### config.mk
export PLATFORM = sky130hd
export DESIGN_NAME = svc_soc_boot_ctrl_flat
export DESIGN_NICKNAME = d
export VERILOG_FILES = /design/src/rtl/svc_boot_pkg.sv /design/src/rtl/svc_soc_boot_ctrl_if.sv /design/src/rtl/svc_boot_wdog.sv /design/src/rtl/svc_soc_boot_ctrl.sv /design/src/flat_wrapper.sv
export SDC_FILE = /design/constraint.sdc
export NUM_CORES = 1
export LEC_CHECK = 0
export ABC_AREA = 1
export CORE_UTILIZATION = 45
export CTS_BUF_LIST = sky130_fd_sc_hd__clkbuf_4 sky130_fd_sc_hd__clkbuf_8
export CTS_CLUSTER_SIZE = 12
export DETAILED_ROUTE_END_ITERATION = 6
export GPL_TIMING_DRIVEN = 0
export MAX_ROUTING_LAYER = met4
export PLACE_DENSITY_LB_ADDON = 0.2
export SYNTH_ARGS = -nofsm -noshare
export SYNTH_HDL_FRONTEND = slang
export SYNTH_HIERARCHICAL = 1
export SYNTH_SLANG_ARGS = --single-unit
### constraint.sdc
create_clock -name clk -period 2.5 [get_ports clk]
set_clock_uncertainty 0.05 [all_clocks]
set_input_delay 0.5 -clock clk [delete_from_list [all_inputs] [get_ports clk]]
set_output_delay 0.5 -clock clk [all_outputs]
set_load 0.1 [all_outputs]
### src/rtl/svc_boot_pkg.sv
// svc_boot_pkg: shared constants for the SoC boot/lifecycle sequencer.
// Holds the FSM state encoding, the command bytes, byte-index widths and a
// small little-endian assembly helper used by the frame parser.
package svc_boot_pkg;

  // Command bytes that open a frame
  localparam logic [7:0] CMD_LOAD = 8'h4C;  // 'L'
  localparam logic [7:0] CMD_GO   = 8'h47;  // 'G'

  // Byte-index widths: 4 bytes per address/data word, 2 bytes per length
  localparam int BYTE_IDX_W = 2;
  localparam int LEN_IDX_W  = 1;

  // FSM state encoding (plain constants so older tools can share them)
  localparam logic [2:0] ST_IDLE  = 3'd0;
  localparam logic [2:0] ST_ADDR  = 3'd1;
  localparam logic [2:0] ST_LEN   = 3'd2;
  localparam logic [2:0] ST_DATA  = 3'd3;
  localparam logic [2:0] ST_WRITE = 3'd4;
  localparam logic [2:0] ST_HOLD  = 3'd5;
  localparam logic [2:0] ST_RUN   = 3'd6;

  // Shift a new byte in at the top so the first byte ends up least significant
  function automatic logic [31:0] le_shift32(input logic [31:0] acc, input logic [7:0] b);
    return {b, acc[31:8]};
  endfunction

endpackage

### src/rtl/svc_soc_boot_ctrl_if.sv
// svc_soc_boot_ctrl_if: byte-stream input and memory write port of the boot
// sequencer. The master side feeds bytes and observes memory writes; the
// slave side is the sequencer itself.
interface svc_soc_boot_ctrl_if #(
  parameter int ADDR_WIDTH = 12
);
  logic                  s_valid;
  logic [7:0]            s_data;
  logic                  s_ready;
  logic                  mem_wen;
  logic [ADDR_WIDTH-1:0] mem_addr;
  logic [31:0]           mem_wdata;

  modport master (
    output s_valid, s_data,
    input  s_ready, mem_wen, mem_addr, mem_wdata
  );

  modport slave (
    input  s_valid, s_data,
    output s_ready, mem_wen, mem_addr, mem_wdata
  );
endinterface

### src/rtl/svc_boot_wdog.sv
// svc_boot_wdog: clear/enable/expire cycle counter. Counts enabled cycles
// from 0 and flags expiry on the cycle the count reaches LIMIT-1. Used both
// for the CPU reset hold time and for the run watchdog.
module svc_boot_wdog #(
  parameter int unsigned LIMIT = 16
) (
  input  logic clk,
  input  logic rst_n,
  input  logic clr,
  input  logic en,
  output logic expire
);
  localparam int W = (LIMIT > 1) ? $clog2(LIMIT) : 1;
  localparam logic [W-1:0] LAST = W'(LIMIT - 1);

  logic [W-1:0] cnt_reg;

  // Count enabled cycles, saturating at the last value until cleared
  always_ff @(posedge clk or negedge rst_n) begin
    if (!rst_n) begin
      cnt_reg <= '0;
    end else if (clr) begin
      cnt_reg <= '0;
    end else if (en && (cnt_reg != LAST)) begin
      cnt_reg <= cnt_reg + 1'b1;
    end
  end

  assign expire = en && (cnt_reg == LAST);

endmodule

### src/rtl/svc_soc_boot_ctrl.sv
// svc_soc_boot_ctrl: boot and lifecycle sequencer. Parses 'L' load frames
// from a byte stream into 32-bit word writes, releases the CPU from reset on
// 'G', and returns to IDLE when the CPU signals done (or the watchdog fires).
// Optional feature macro: SVC_BOOT_WATCHDOG_EN enables the run watchdog and
// the sticky timeout flag; without it RUN exits only on cpu_done.
module svc_soc_boot_ctrl
  import svc_boot_pkg::*;
#(
  parameter int          ADDR_WIDTH      = 12,
  parameter int unsigned RST_HOLD_CYCLES = 16,
  parameter int unsigned WATCHDOG_CYCLES = 2_000_000
) (
  input  logic                    clk,
  input  logic                    rst_n,
  svc_soc_boot_ctrl_if.slave      bus,
  output logic                    cpu_rst_n,
  input  logic                    cpu_done,
  output logic                    running,
  output logic                    done,
  output logic                    timeout,
  output logic                    err
);

  logic [2:0]            state_reg, state_next;
  logic [BYTE_IDX_W-1:0] byte_idx_reg;
  logic [31:0]           addr_buf_reg;
  logic [15:0]           len_buf_reg;
  logic [15:0]           remaining_reg;
  logic [ADDR_WIDTH-1:0] word_idx_reg;
  logic [31:0]           data_buf_reg;
  logic                  mem_wen_reg;
  logic [ADDR_WIDTH-1:0] mem_addr_reg;
  logic [31:0]           mem_wdata_reg;
  logic                  done_reg;
  logic                  err_reg;

  logic                  accept;
  logic [15:0]           count_full;
  logic [31:0]           data_full;
  logic                  hold_expire;
  logic                  wd_expire;

  // Only address bits [ADDR_WIDTH+1:2] select a word; the rest are ignored
  logic unused_addr_bits;
  assign unused_addr_bits = ^{addr_buf_reg[31:ADDR_WIDTH+2], addr_buf_reg[1:0]};

  assign accept     = bus.s_valid && bus.s_ready;
  assign count_full = {bus.s_data, len_buf_reg[15:8]};
  assign data_full  = le_shift32(data_buf_reg, bus.s_data);

  // Stream is accepted in every parsing state; stalled while writing or while the CPU owns the SoC
  always_comb begin
    bus.s_ready = 1'b0;
    case (state_reg)
      ST_IDLE, ST_ADDR, ST_LEN, ST_DATA: bus.s_ready = 1'b1;
      default:                           bus.s_ready = 1'b0;
    endcase
  end

  // Next-state decode for frame parsing and CPU lifecycle
  always_comb begin
    state_next = state_reg;
    case (state_reg)
      ST_IDLE: begin
        if (accept) begin
          if (bus.s_data == CMD_LOAD)    state_next = ST_ADDR;
          else if (bus.s_data == CMD_GO) state_next = ST_HOLD;
          else                           state_next = ST_IDLE;
        end
      end
      ST_ADDR: begin
        if (accept && (byte_idx_reg == 2'd3)) state_next = ST_LEN;
      end
      ST_LEN: begin
        if (accept && byte_idx_reg[LEN_IDX_W-1]) begin
          state_next = (count_full == 16'd0) ? ST_IDLE : ST_DATA;
        end
      end
      ST_DATA: begin
        if (accept && (byte_idx_reg == 2'd3)) state_next = ST_WRITE;
      end
      ST_WRITE: begin
        state_next = (remaining_reg == 16'd1) ? ST_IDLE : ST_DATA;
      end
      ST_HOLD: begin
        if (hold_expire) state_next = ST_RUN;
      end
      ST_RUN: begin
        // cpu_done takes priority over a coincident watchdog expiry
        if (cpu_done || wd_expire) state_next = ST_IDLE;
      end
      default: state_next = ST_IDLE;
    endcase
  end

  // Frame assembly, write strobe generation and sticky status flags
  always_ff @(posedge clk or negedge rst_n) begin
    if (!rst_n) begin
      state_reg     <= ST_IDLE;
      byte_idx_reg  <= '0;
      addr_buf_reg  <= '0;
      len_buf_reg   <= '0;
      remaining_reg <= '0;
      word_idx_reg  <= '0;
      data_buf_reg  <= '0;
      mem_wen_reg   <= 1'b0;
      mem_addr_reg  <= '0;
      mem_wdata_reg <= '0;
      done_reg      <= 1'b0;
      err_reg       <= 1'b0;
    end else begin
      state_reg   <= state_next;
      mem_wen_reg <= 1'b0;
      case (state_reg)
        ST_IDLE: begin
          if (accept) begin
            byte_idx_reg <= '0;
            if (bus.s_data == CMD_GO) begin
              done_reg <= 1'b0;
            end else if (bus.s_data != CMD_LOAD) begin
              err_reg <= 1'b1;
            end
          end
        end
        ST_ADDR: begin
          if (accept) begin
            addr_buf_reg <= le_shift32(addr_buf_reg, bus.s_data);
            byte_idx_reg <= byte_idx_reg + 1'b1;
          end
        end
        ST_LEN: begin
          if (accept) begin
            len_buf_reg <= count_full;
            if (byte_idx_reg[LEN_IDX_W-1]) begin
              remaining_reg <= count_full;
              word_idx_reg  <= '0;
              byte_idx_reg  <= '0;
            end else begin
              byte_idx_reg <= byte_idx_reg + 1'b1;
            end
          end
        end
        ST_DATA: begin
          if (accept) begin
            data_buf_reg <= data_full;
            byte_idx_reg <= byte_idx_reg + 1'b1;
            if (byte_idx_reg == 2'd3) begin
              mem_wen_reg   <= 1'b1;
              mem_addr_reg  <= addr_buf_reg[ADDR_WIDTH+1:2] + word_idx_reg;
              mem_wdata_reg <= data_full;
            end
          end
        end
        ST_WRITE: begin
          word_idx_reg  <= word_idx_reg + 1'b1;
          remaining_reg <= remaining_reg - 16'd1;
        end
        ST_RUN: begin
          if (cpu_done) done_reg <= 1'b1;
        end
        default: ;
      endcase
    end
  end

  // CPU reset hold timer: runs only while in HOLD
  svc_boot_wdog #(
    .LIMIT (RST_HOLD_CYCLES)
  ) u_hold (
    .clk    (clk),
    .rst_n  (rst_n),
    .clr    (state_reg != ST_HOLD),
    .en     (state_reg == ST_HOLD),
    .expire (hold_expire)
  );

`ifdef SVC_BOOT_WATCHDOG_EN
  logic timeout_reg;

  svc_boot_wdog #(
    .LIMIT (WATCHDOG_CYCLES)
  ) u_wdog (
    .clk    (clk),
    .rst_n  (rst_n),
    .clr    (state_reg != ST_RUN),
    .en     (state_reg == ST_RUN),
    .expire (wd_expire)
  );

  // Sticky timeout: cleared by go, set when a run ends on expiry without cpu_done
  always_ff @(posedge clk or negedge rst_n) begin
    if (!rst_n) begin
      timeout_reg <= 1'b0;
    end else if ((state_reg == ST_IDLE) && accept && (bus.s_data == CMD_GO)) begin
      timeout_reg <= 1'b0;
    end else if ((state_reg == ST_RUN) && wd_expire && !cpu_done) begin
      timeout_reg <= 1'b1;
    end
  end

  assign timeout = timeout_reg;
`else
  localparam int unsigned unused_wd_cycles = WATCHDOG_CYCLES;
  assign wd_expire = 1'b0;
  assign timeout   = 1'b0;
`endif

  assign bus.mem_wen   = mem_wen_reg;
  assign bus.mem_addr  = mem_addr_reg;
  assign bus.mem_wdata = mem_wdata_reg;
  assign cpu_rst_n     = (state_reg == ST_RUN);
  assign running       = (state_reg == ST_RUN);
  assign done          = done_reg;
  assign err           = err_reg;

endmodule

### src/flat_wrapper.sv
// flat-port wrapper written by rule: the top's interface ports become plain ports
module svc_soc_boot_ctrl_flat import svc_boot_pkg::*;
#(
  parameter int          ADDR_WIDTH      = 12,
  parameter int unsigned RST_HOLD_CYCLES = 16,
  parameter int unsigned WATCHDOG_CYCLES = 2_000_000
)
  (clk, rst_n, cpu_rst_n, cpu_done, running, done, timeout, err, bus_s_valid, bus_s_data, bus_s_ready, bus_mem_wen, bus_mem_addr, bus_mem_wdata);
  svc_soc_boot_ctrl_if #(.ADDR_WIDTH(ADDR_WIDTH)) bus_i ();
  input  logic clk;
  input  logic rst_n;
  output logic cpu_rst_n;
  input  logic cpu_done;
  output logic running;
  output logic done;
  output logic timeout;
  output logic err;
  input wire logic [$bits(bus_i.s_valid)-1:0] bus_s_valid;
  input wire logic [$bits(bus_i.s_data)-1:0] bus_s_data;
  output wire logic [$bits(bus_i.s_ready)-1:0] bus_s_ready;
  output wire logic [$bits(bus_i.mem_wen)-1:0] bus_mem_wen;
  output wire logic [$bits(bus_i.mem_addr)-1:0] bus_mem_addr;
  output wire logic [$bits(bus_i.mem_wdata)-1:0] bus_mem_wdata;
  assign bus_i.s_valid = bus_s_valid;
  assign bus_i.s_data = bus_s_data;
  assign bus_s_ready = bus_i.s_ready;
  assign bus_mem_wen = bus_i.mem_wen;
  assign bus_mem_addr = bus_i.mem_addr;
  assign bus_mem_wdata = bus_i.mem_wdata;
  svc_soc_boot_ctrl #(.ADDR_WIDTH(ADDR_WIDTH), .RST_HOLD_CYCLES(RST_HOLD_CYCLES), .WATCHDOG_CYCLES(WATCHDOG_CYCLES)) u_core (.clk(clk), .rst_n(rst_n), .bus(bus_i), .cpu_rst_n(cpu_rst_n), .cpu_done(cpu_done), .running(running), .done(done), .timeout(timeout), .err(err));
endmodule
# After elaboration in Yosys (flattened, before gate mapping)
# Index checks and enable logic that the tools add are counted.
# W data, S select, Z words.
[totals]
ram_bits = 0
n_memories = 0
in_bits = 12
regBits = 164
latchBits = 0
rom_bits = 0
out_inout_bits = 51
[classes]
mux = 32
n_addsub = 5
magnitude_cmp = 0
div = 0
n_eq_ne = 24
shift = 0
reduce_logical = 22
n_mul = 0
bitwise = 1
[ops]
columns = ["op", "count"]
rows = [
  ["$mux W16", 2],
  ["$pmux W16 S2", 1],
  ["$mux W12", 2],
  ["$mux W3", 8],
  ["$pmux W12 S2", 1],
  ["$pmux W3 S7", 1],
  ["$ne A2 B1 Y1 const B", 10],
  ["$eq A16 B1 Y1 const B", 1],
  ["$eq A8 B7 Y1 const B", 2],
  ["$logic_not A16 Y1", 1],
  ["$sub A16 B1 Y16 const B", 1],
  ["$add A12 B1 Y12 const B", 1],
  ["$add A12 B12 Y12", 1],
  ["$mux W2", 6],
  ["$reduce_and A4 Y1", 3],
  ["$eq A3 B3 Y1 const B", 3],
  ["$mux W4", 2],
  ["$ne A8 B7 Y1 const B", 1],
  ["$mux W1", 7],
  ["$eq A3 B2 Y1 const B", 2],
  ["$pmux W2 S3", 1],
  ["$reduce_and A2 Y1", 3],
  ["$reduce_and A3 Y1", 2],
  ["$reduce_and A6 Y1", 1],
  ["other kinds (15)", 21],
]

# Logic depth before layout (Yosys ltp)
[depth]
depth_word = 7
mapped_depth = 12
ltp_nobuf = 12

# Hierarchy
# The synthesis kept the hierarchy.
[by_module_without_submodules]
columns = ["module", "cells_per_inst", "instances", "area_each_um2"]
rows = [
  ["svc_soc_boot_ctrl", 835, 1, 6940.4],
  ["svc_boot_wdog", 29, 1, 226.5],
]

# Worst setup path after synthesis
# OpenSTA, ideal clock, no wires.
[synth_timing]
path_type = "reg-to-output"
from = "register u_core.state_reg[1]"
to = "output running"
required_ps = 1950
path_slack_ps = 151
path_stages_with_launch = 6
t_arrival_ps = 1799
path_cell_list = "dfrtp_1 > inv_1 > nor2_1 > nand2_1 > inv_1 > buf_4"
[synth_via]
elab_chain_cells = 1
[synth_rtl]
columns = ["element", "line", "text"]
rows = [
  ["from (decl)", "svc_soc_boot_ctrl.sv:24", "logic [2:0] state_reg, state_next;"],
  ["from (signal assigned)", "svc_soc_boot_ctrl.sv:112", "state_reg <= state_next;"],
  ["$eq A3 B3 Y1", "--", ""],
  ["to (decl)", "flat_wrapper.sv:14", "output logic running;"],
]
# Every way passes these cells.

# Final worst setup path
[layout_timing]
from = "register u_core.mem_wen_reg (netlist: u_core/bus.mem_wen)"
to = "output bus_mem_wen"
[layout_lines]
columns = ["element", "line", "text"]
rows = [
  ["from (decl)", "svc_soc_boot_ctrl.sv:31", "logic mem_wen_reg;"],
  ["from (signal assigned)", "svc_soc_boot_ctrl.sv:106", "mem_wen_reg <= 1'b0;"],
  ["from (signal assigned)", "svc_soc_boot_ctrl.sv:113", "mem_wen_reg <= 1'b0;"],
  ["from (signal assigned)", "svc_soc_boot_ctrl.sv:148", "mem_wen_reg <= 1'b1;"],
  ["to (decl)", "flat_wrapper.sv:21", "output wire logic [$bits(bus_i.mem_wen)-1:0] bus_mem_wen;"],
]
# No word-level cell between the ends.

==> flow_summary.ini <==
[cts]
cts_inserted_buffers = 17
cts_tree = yes
clk_pin_slew_worst_paths_ns = 0.09
h-tree-depth = 4
cts_num_sinks = 146
worstSkewPairLatency_ns = 0.44
cts-root-buf = clkbuf_8
cts_buffer_depth = 2

[worst_setup_path]
r2r-end = u_core/bus.mem_addr[6]
worst_ep_arrival_time_ns = 1.89
ff2ff_path_depth = 9
cp_cell_sequence = clkdlybuf4s50_1
worstPathBufferInverterCount = 1
end_kind = output pin
path_max_fanout = 1
worstPathRequired_ns = 1.95
worstSetupStartpointType = flip-flop
crit_type = reg -> out
rr_startpoint = u_core/word_idx_reg[0]
crit_cells = 1
r2r_slack_ns = 0.49
critPathMaxStageDelay_ns = 1.12
cp_slowest_cell = clkdlybuf4s50_1
critPathTopFamily = buffers and inverters

[drt]
dr_total_vias = 5774
firstDrtPassIters = 5
drt_iter0_drc = 377
ant_nets = 0
drc_errors = 0
routed_via_density = 4.935
totalWireLength_um = 16410
post_drt_wl_per_cell_um = 14.03

[power]
leakage_nw = 4.532
vdd_drop_max_v = 0.0007053
power_mw = 10.12
power_per_cell_area_nw_per_um2 = 1195

[synth]
synth_edf_count = 0
yosysTopAreaCellShare_pct = 50.98
syn_inst = 864
synth_top_area_cell = dfrtp_1
synth_common_cells = 270 x nand2_1, 146 x dfrtp_1, 93 x inv_1
synth_area_um2 = 7167
synth_area_leaders = dfrtp_1 51%, nand2_1 14%, o21ai_0 5.0%
synthDistinctLibCells = 39
avgSynthCellArea_um2 = 8.295
synth_nets = 894
ys_warn_count = 6
synth_ff_type = dfrtp_1
synth.yosys.seq_area_share_pct = 50.98
synth-seq-cells = 146
synthMostInstantiatedCell = nand2_1
async_flop_share_pct = 100.0

[sta]
setup_slack_ns = 0.06197
slew_violations = 0
timing.final.crit_share_pct = 97.52
setup_viol = 0
hold_violations = 0
fin_crit_ns = 2.438
rsz0062_at_grt = false
max_freq_mhz = 410.2
worst_pin_slew_ns = 0.9836
relSlewSlack_pct = 34.69

[placement]
place_inst = 1137
post-dp-hpwl_um = 11820
post-place-ws_ns = -0.2436
io_buffer_count = 61
routabilityCongestion = 0.9139

[layout]
drive_gt1_share_pct = 9.906
instances_no_fill = 1170
fillCellCount = 1464
antenna_cells = 0
syn_to_final_growth_pct = 18.26
register_area_um2 = 3654
largest_reg_flops = 32
nets = 976
finish.utilization_pct = 55.14
multiInputGateArea_um2 = 2933

[worst_hold_path]
hold_start = u_core/bus.mem_wdata[2]
hold_end = u_core/bus.mem_wdata[2]
min_path_cells = 2
hold_path_class = reg -> reg

[global_route]
grt_pass1_wl_um = 27440
grt_max_degree = 84
antenna_found_initial = 0
grt_usage_pct = 22.23
grt_overflow = 0
grt_pass1_vias = 5516

[floorplan]
die_w_um = 128.2
io_pins = 63
num_rows = 45
fp.coreArea_um2 = 15370
die_area_um2 = 16440
fp.dieH_um = 128.2
initial_core_util_pct = 46.63

[run]
cap_violations = 0

[run_status]
status = finished, final reports clean
## placed cells by master, fill, tap and decap left out, drive strengths merged, types with 4 or more instances in the layout
cell	n
dfrtp	146
a21oi	20
clkdlybuf4s50	11
clkinv	4
xor2	7
o211ai	5
dlymetal6s2s	16
ha	17
nand4	7
buf	23
inv	105
nand2	278
o21ai	105
dlygate4sd2	30
mux2	10
clkbuf	27
nor2	74
o22ai	6
nand3	45
nor3	6
## logic make-up after synthesis
logic type / Yosys count / synth area share (%)
AND/OR/NAND/NOR: 413 / 24.04
AO/OA/AOI/OAI: 140 / 10.88
flip-flops: 146 / 50.98
multiplexers: 10 / 1.571
buffers and inverters: 127 / 8.135
other: 1 / 0.05232
adder cells (fa/ha/maj): 18 / 3.247
XOR/XNOR: 9 / 1.100
## cell type report
type	count	area share, %
clock buffers	18	2.923
clock inverters	14	1.801
well taps	211	3.115
repair buffers	63	7.573
flip-flops and latches	146	43.11
plain buffers	27	2.391
inverters	100	4.488
multi-input cells	591	34.60
## what timing repair did
item                                    4_1_cts  5_1_grt
pin swaps                                     0        0
hold buffers                                  1        0
endpoints found under the hold margin        14        0
endpoints found under the setup margin       33       19
setup buffers                                 0        0
resized for setup                            43       19
## power by group
group	switching, mW	total [mW]	internal [mW]
clock network	0.935	1.86	0.927
registers	0.637	3.84	3.21
logic	3.17	4.42	1.25
## worst max-delay path by stage
| stage | from | endpoint |
|---|---|---|
| global placement | rst_n | u_core/u_hold/cnt_reg[1] |
| global route | u_core/bus.mem_wen | bus_mem_wen |
| CTS | u_core/bus.mem_addr[8] | bus_mem_addr[8] |
| finish | u_core/bus.mem_wen | bus_mem_wen |
| floorplan | u_core/state_reg[1] | running |
| detailed placement | u_core/state_reg[1] | running |
## metal layers
metal	share of wire (%)	vias up	global-route usage, %
li1	-	2930	-
met3	4.3	9	4.883
met1	49	2702	30.11
met2	46	133	34.09
met4	0.74	0	5.190
met5	0	-	-
## per-stage QoR
step | instance area (um2) | TNS [ns] | hold WS [ns]
final | 8476 | 0 | 0.4183
after global routing | 8476 | 0 | 0.4432
after CTS | 8436 | 0 | 0.4268
after detailed placement | 8070 | -0.4010 | 0.4090
after global placement | 8041 | -736.63 | 0.4046
after floorplan | 7167 | 0 | 0.1544
Power figures use the tool's default switching activity.
